### config.mk
export PLATFORM = sky130hd
export DESIGN_NAME = bsg_fifo_rolly_replay_reader
export DESIGN_NICKNAME = d
export VERILOG_FILES = /design/src/rtl/bsg_fifo_rolly_pkg.sv /design/src/rtl/bsg_rolly_resp_timer.sv /design/src/rtl/bsg_fifo_rolly_replay_reader.sv
export SDC_FILE = /design/constraint.sdc
export NUM_CORES = 1
export LEC_CHECK = 0
export ABC_CLOCK_PERIOD_IN_PS = 1600
export BUFFER_PORTS_ARGS = -buffer_cell sky130_fd_sc_hd__buf_2
export CELL_PAD_IN_SITES_DETAIL_PLACEMENT = 0
export CELL_PAD_IN_SITES_GLOBAL_PLACEMENT = 1
export CORE_MARGIN = 8
export CORE_UTILIZATION = 33
export DETAILED_ROUTE_END_ITERATION = 6
export PLACE_DENSITY_LB_ADDON = 0.1
export SKIP_CTS_REPAIR_TIMING = 1
export SLEW_MARGIN = 40
export SYNTH_ARGS = -nofsm -noshare
export SYNTH_HDL_FRONTEND = slang
export SYNTH_SLANG_ARGS = --single-unit
### constraint.sdc
create_clock -name clk_i -period 1.6 [get_ports clk_i]
set_input_delay 0.16 -clock clk_i [delete_from_list [all_inputs] [get_ports clk_i]]
set_output_delay 0.16 -clock clk_i [all_outputs]
set_load 0.01 [all_outputs]
### src/rtl/bsg_fifo_rolly_pkg.sv
// Shared types and helpers for the rolly FIFO replay reader.
package bsg_fifo_rolly_pkg;

    typedef enum logic [1:0] {
        e_rr_hdr    = 2'd0,
        e_rr_send   = 2'd1,
        e_rr_wait   = 2'd2,
        e_rr_rewind = 2'd3
    } rr_state_e;

    // Extract the low lg_len bits of a header word (lg_len <= 32).
    function automatic logic [31:0] rr_hdr_len(input logic [31:0] hdr, input int unsigned lg_len);
        logic [31:0] mask;
        mask = (lg_len >= 32) ? 32'hFFFF_FFFF : ((32'd1 << lg_len) - 32'd1);
        return hdr & mask;
    endfunction

endpackage

### src/rtl/bsg_rolly_resp_timer.sv
// Clearable saturating up-counter that flags when the response wait has expired.
module bsg_rolly_resp_timer
    import bsg_fifo_rolly_pkg::*;
#(
    parameter int unsigned timeout_p = 256
) (
    input  logic clk_i,
    input  logic reset_n_i,
    input  logic clr_i,
    input  logic en_i,
    output logic expired_o
);

    localparam int unsigned cnt_w_lp = $clog2(timeout_p + 1);

    logic [cnt_w_lp-1:0] cnt_q;

    assign expired_o = (cnt_q == cnt_w_lp'(timeout_p));

    always_ff @(posedge clk_i or negedge reset_n_i) begin
        if (!reset_n_i) begin
            cnt_q <= '0;
        end else if (clr_i) begin
            cnt_q <= '0;
        end else if (en_i && !expired_o) begin
            cnt_q <= cnt_q + cnt_w_lp'(1);
        end
    end

endmodule

### src/rtl/bsg_fifo_rolly_replay_reader.sv
// Streams length-headed packets out of a rolly FIFO and commits, replays or drops
// each one depending on the downstream ack/nack response.
module bsg_fifo_rolly_replay_reader
    import bsg_fifo_rolly_pkg::*;
#(
    parameter int unsigned width_p       = 16,
    parameter int unsigned lg_max_len_p  = 8,
    parameter int unsigned max_retries_p = 3,
    parameter int unsigned timeout_p     = 256
) (
    input  logic                               clk_i,
    input  logic                               reset_n_i,
    input  logic [width_p-1:0]                 fifo_data_i,
    input  logic                               fifo_v_i,
    output logic                               fifo_yumi_o,
    output logic                               fifo_rollback_v_o,
    output logic                               fifo_ack_v_o,
    output logic [width_p-1:0]                 data_o,
    output logic                               v_o,
    output logic                               last_o,
    input  logic                               ready_i,
    input  logic                               resp_v_i,
    input  logic                               resp_nack_i,
    output logic                               drop_o,
    output logic [$clog2(max_retries_p+1)-1:0] retry_cnt_o,
    output logic                               proto_err_o
);

    localparam int unsigned retry_w_lp = $clog2(max_retries_p + 1);

    rr_state_e                state_q, state_n;
    logic [lg_max_len_p-1:0]  rem_q, rem_n;
    logic [retry_w_lp-1:0]    retry_q, retry_n;
    logic                     proto_err_q;
    logic [lg_max_len_p-1:0]  hdr_len;
    logic                     expired;
    logic                     v_c, yumi_c, last_c, ack_c, rb_c, drop_c;

    assign hdr_len = lg_max_len_p'(rr_hdr_len(32'(fifo_data_i), lg_max_len_p));
    assign yumi_c  = v_c & ready_i;

    bsg_rolly_resp_timer #(.timeout_p(timeout_p)) timer (
        .clk_i     (clk_i),
        .reset_n_i (reset_n_i),
        .clr_i     (state_q != e_rr_wait),
        .en_i      (state_q == e_rr_wait),
        .expired_o (expired)
    );

    always_ff @(posedge clk_i or negedge reset_n_i) begin
        if (!reset_n_i) begin
            state_q     <= e_rr_hdr;
            rem_q       <= '0;
            retry_q     <= '0;
            proto_err_q <= 1'b0;
        end else begin
            state_q <= state_n;
            rem_q   <= rem_n;
            retry_q <= retry_n;
            if (resp_v_i && (state_q != e_rr_wait)) begin
                proto_err_q <= 1'b1;
            end
        end
    end

    always_comb begin
        state_n = state_q;
        rem_n   = rem_q;
        retry_n = retry_q;
        v_c     = 1'b0;
        last_c  = 1'b0;
        ack_c   = 1'b0;
        rb_c    = 1'b0;
        drop_c  = 1'b0;
        case (state_q)
            e_rr_hdr: begin
                v_c = fifo_v_i;
                if (fifo_v_i && ready_i) begin
                    rem_n = hdr_len;
                    if (hdr_len == '0) begin
                        last_c  = 1'b1;
                        state_n = e_rr_wait;
                    end else begin
                        state_n = e_rr_send;
                    end
                end
            end
            e_rr_send: begin
                v_c    = fifo_v_i;
                last_c = (rem_q == lg_max_len_p'(1));
                if (fifo_v_i && ready_i) begin
                    rem_n = rem_q - lg_max_len_p'(1);
                    if (last_c) begin
                        state_n = e_rr_wait;
                    end
                end
            end
            e_rr_wait: begin
                // An explicit ack beats a nack or a coincident timeout.
                if (resp_v_i && !resp_nack_i) begin
                    ack_c   = 1'b1;
                    retry_n = '0;
                    state_n = e_rr_hdr;
                end else if (resp_v_i || expired) begin
                    if (retry_q < retry_w_lp'(max_retries_p)) begin
                        rb_c    = 1'b1;
                        retry_n = retry_q + retry_w_lp'(1);
                        state_n = e_rr_rewind;
                    end else begin
                        ack_c   = 1'b1;
                        drop_c  = 1'b1;
                        retry_n = '0;
                        state_n = e_rr_hdr;
                    end
                end
            end
            e_rr_rewind: begin
                state_n = e_rr_hdr;
            end
            default: begin
                state_n = e_rr_hdr;
            end
        endcase
    end

    // Combinational outputs are forced low while reset is held.
    assign data_o            = fifo_data_i & {width_p{reset_n_i}};
    assign v_o               = v_c & reset_n_i;
    assign fifo_yumi_o       = yumi_c & reset_n_i;
    assign last_o            = last_c & reset_n_i;
    assign fifo_ack_v_o      = ack_c & reset_n_i;
    assign fifo_rollback_v_o = rb_c & reset_n_i;
    assign drop_o            = drop_c & reset_n_i;
    assign retry_cnt_o       = retry_q;
    assign proto_err_o       = proto_err_q;

endmodule
==> metrics.md <==
| Metric | Value |
|---|---|
| Clk Latency, worst-skew pair | `260 ps` |
| Post-synth cell types | `36` |
| Fin. Hold Viols | `0` |
| RSZ-0062 raised after global routing | `true` |
| Cells after synthesis | `169` |
| Clk sinks | `22` |
| Initial Utilization | `0.338` |
| RD Place Congestion | `between 0.7 and 0.8` |
| CP Data Required Time | `around 1400 ps` |
| Final Cycle Share | `1.30` |
| Maximum buffer depth of the clock tree | `2` |
| Vias in the first global route | `1402` |
| Crit Reg-Reg Startpoint | `timer.cnt_q[5]` |
| Buffers on Ports | `46` |
| Crit-path max FO | `4` |
| Share of post-route cells with drive strength above 1 | `0.394` |
| Synth async-reset ratio | `1.00` |
| Placed cells | `281` |
| Boundary Pins | `47` |
| Setup TNS | `-2400 ps` |
| Placed wire-length estimate | `3030 um` |
| Syn. warnings | `0` |
| 1st-pass router iterations | `6` |
| WS Path Type | `reg -> out` |
| Post-Synth Simple-Gate Area | `0.309` |
| CTS tree | `done` |
| Adder and majority gate portion of the synthesized area | `0.0431` |
| Final Routed Wirelength | `around 4100 um` |
| Worst hold-check path type | `in -> async` |
| Mapped cell area | `1450 um2` |
| Pleak | `1.01 nW` |
| Die area | `6770 um2` |
| Failing checks | `negative setup slack` |
| Final Core Density | `0.481` |
| Syn Nets | `slightly below 200` |
| Fin cells | `293` |
| Area after DPL | `1880 um2` |
| Num rows | `24` |
| Layout Skew | `2.50 ps` |
| Worst reg2reg path endpoint | `retry_cnt_o[0]` |
| Final setup vio count | `12` |
| Worst Path Arrival | `1930 ps` |
| Core outline area | `4290 um2` |
| Top cell type's share of synthesized area | `0.380` |
| Number of synthesized flops with an enable pin | `0` |
| Area leader, netlist | `dfrtp_1` |
| Slew margin rel. | `0.660` |
| Power Total | `between 2 and 2.5 mW` |
| Sequential fraction of the synthesis area | `0.380` |
| Chip width | `82.3 um` |
| GRT Residual Overflow | `0` |
| Worst Tran Pin Value | `506 ps` |
| # nets final | `269` |
| Seq cells post-synth | `22` |
| Setup crit start kind | `flip-flop` |
| P per Cell Area | `1080 nW/um2` |
| Synth Flop Type | `dfrtp_1` |
| Vias | `1432` |
| Worst-path clk slew | `80 ps` |
| Final min period | `2090 ps` |
| H-Tree Depth | `1` |
| Area grow syn2layout | `42.5%` |
| Reg2Reg Depth | `6` |
| Status | `finished with violations` |
| R2R Setup Slk | `-320 ps` |
| Max Clk Rate | `480 MHz` |
| Count leader, synth | `dfrtp_1` |
| Drt drc | `0` |
| Die Y | `82.3 um` |
| Synth top area cells | `dfrtp_1, and2_1, mux2i_1, nor2_1, ha_1` |
| Final hold slack | `76.3 ps` |
| Fin area | `about 2100 um2` |
| First-pass GRT wire length | `6190 um` |
| Num CTS Buffers | `3` |
| Largest family of logic cells by synthesized area | `simple AND/OR/NAND/NOR gates` |
| Most common library cells after synthesis | `dfrtp_1, nor2_1, and2_1` |
| Post-synthesis mux area share | `0.0630` |
| DR vias/cell | `4.89` |
| Final worst slack | `-485 ps` |
| Largest net degree at the start of global routing | `29` |
| Synth Area in Compound Gates | `0.127` |
| Routed length per instance | `between 10 and 15 um` |
| VDD IR-drop max | `0.000358 V` |
| 1st-iter DRT viols | `52` |
| Overall Global Routing Usage | `0.114` |
| Max_cap viols | `0` |
| Synth Area in XOR/XNOR | `0.0362` |
| Antenna cells | `0` |
| Synthesized area per cell | `roughly 8.6 um2` |
| Slew Limit Fails | `0` |
| Initial antenna violation count | `0` |
| Antenna Violating Nets Remaining | `0` |
| Worst Setup End Kind | `primary output` |
| Dpl ws | `-239 ps` |
| Clk root buf | `clkbuf_8` |
==> placed cells by master, fill, tap and decap left out, drive strengths merged, types with 2 or more instances in the layout <==
cell type | netlist | final
and3 | 2 | 2
inv | 8 | 8
and2 | 17 | 17
ha | 5 | 5
buf | 1 | 75
nand4 | 3 | 3
nand2b | 5 | 5
nand3 | 9 | 9
o21ai | 7 | 7
dfrtp | 22 | 22
mux2i | 8 | 8
clkbuf | 7 | 3
nand2 | 10 | 10
o22ai | 6 | 6
a21oi | 12 | 12
nor2 | 19 | 19
nor4 | 4 | 4
nor2b | 2 | 2
xor2 | 5 | 5
nor3 | 4 | 4
==> sequential cells by signal, indices dropped and copies added (netlist names) <==
| name | flops |
|---|---|
| proto_err_o | 1 |
| retry_cnt_o | 2 |
| state_q | 2 |
| timer.cnt_q | 9 |
| rem_q | 8 |
==> layout make-up <==
| class | instances | area [um2] |
|---|---|---|
| flip-flops and latches | 22 | 554 |
| repair buffers | 76 | 465 |
| well taps | 52 | 65.1 |
| inverters | 8 | 30.0 |
| multi-input cells | 131 | 881 |
| fillers | 439 | 2230 |
| clock buffers | 3 | 41.3 |
| clock inverters | 1 | 30.0 |
==> routing by layer <==
layer | wire length, um | vias to the layer above | track usage | part of all wire
li1 | - | 736 | - | -
met3 | 318 | 4 | 0.0260 | 0.078
met5 | 0 | - | 0 | 0
met4 | 33 | 0 | 0.0281 | 0.0081
met1 | 1740 | 650 | 0.138 | 0.43
met2 | 1960 | 42 | 0.200 | 0.48
==> worst max-delay path by stage <==
stage	slack [ps]	cells after the start	start	end
floorplan	-270	4	timer.cnt_q[5]	fifo_ack_v_o
global placement	-190	5	timer.cnt_q[5]	retry_cnt_o[0]
detailed placement	-240	5	timer.cnt_q[5]	retry_cnt_o[0]
CTS	-510	5	timer.cnt_q[5]	fifo_ack_v_o
global route	-590	5	timer.cnt_q[5]	fifo_ack_v_o
finish	-490	5	timer.cnt_q[5]	fifo_ack_v_o
==> report_power, final <==
part	switching (mW)	total, mW	internal (mW)
clock	0.177	0.511	0.334
combinational	0.423	0.885	0.462
sequential	0.156	0.833	0.677
==> critical path, cell delays in order (launching register included) <==
cell and delay, ps:
dfrtp_1 390, or4_4 550, nor4_4 230, a22o_2 210
and3_1 150, buf_2 130
==> logic make-up after synthesis <==
| kind of cell | Yosys count |
|---|---|
| and+or+nand+nor | 81 |
| adders and majority gates | 5 |
| buffers and inverters | 16 |
| AOI/OAI and AO/OA | 30 |
| xor gates and xnor gates | 6 |
| muxes | 9 |
| DFF | 22 |
Note: power is estimated with default switching activity, not from simulation.
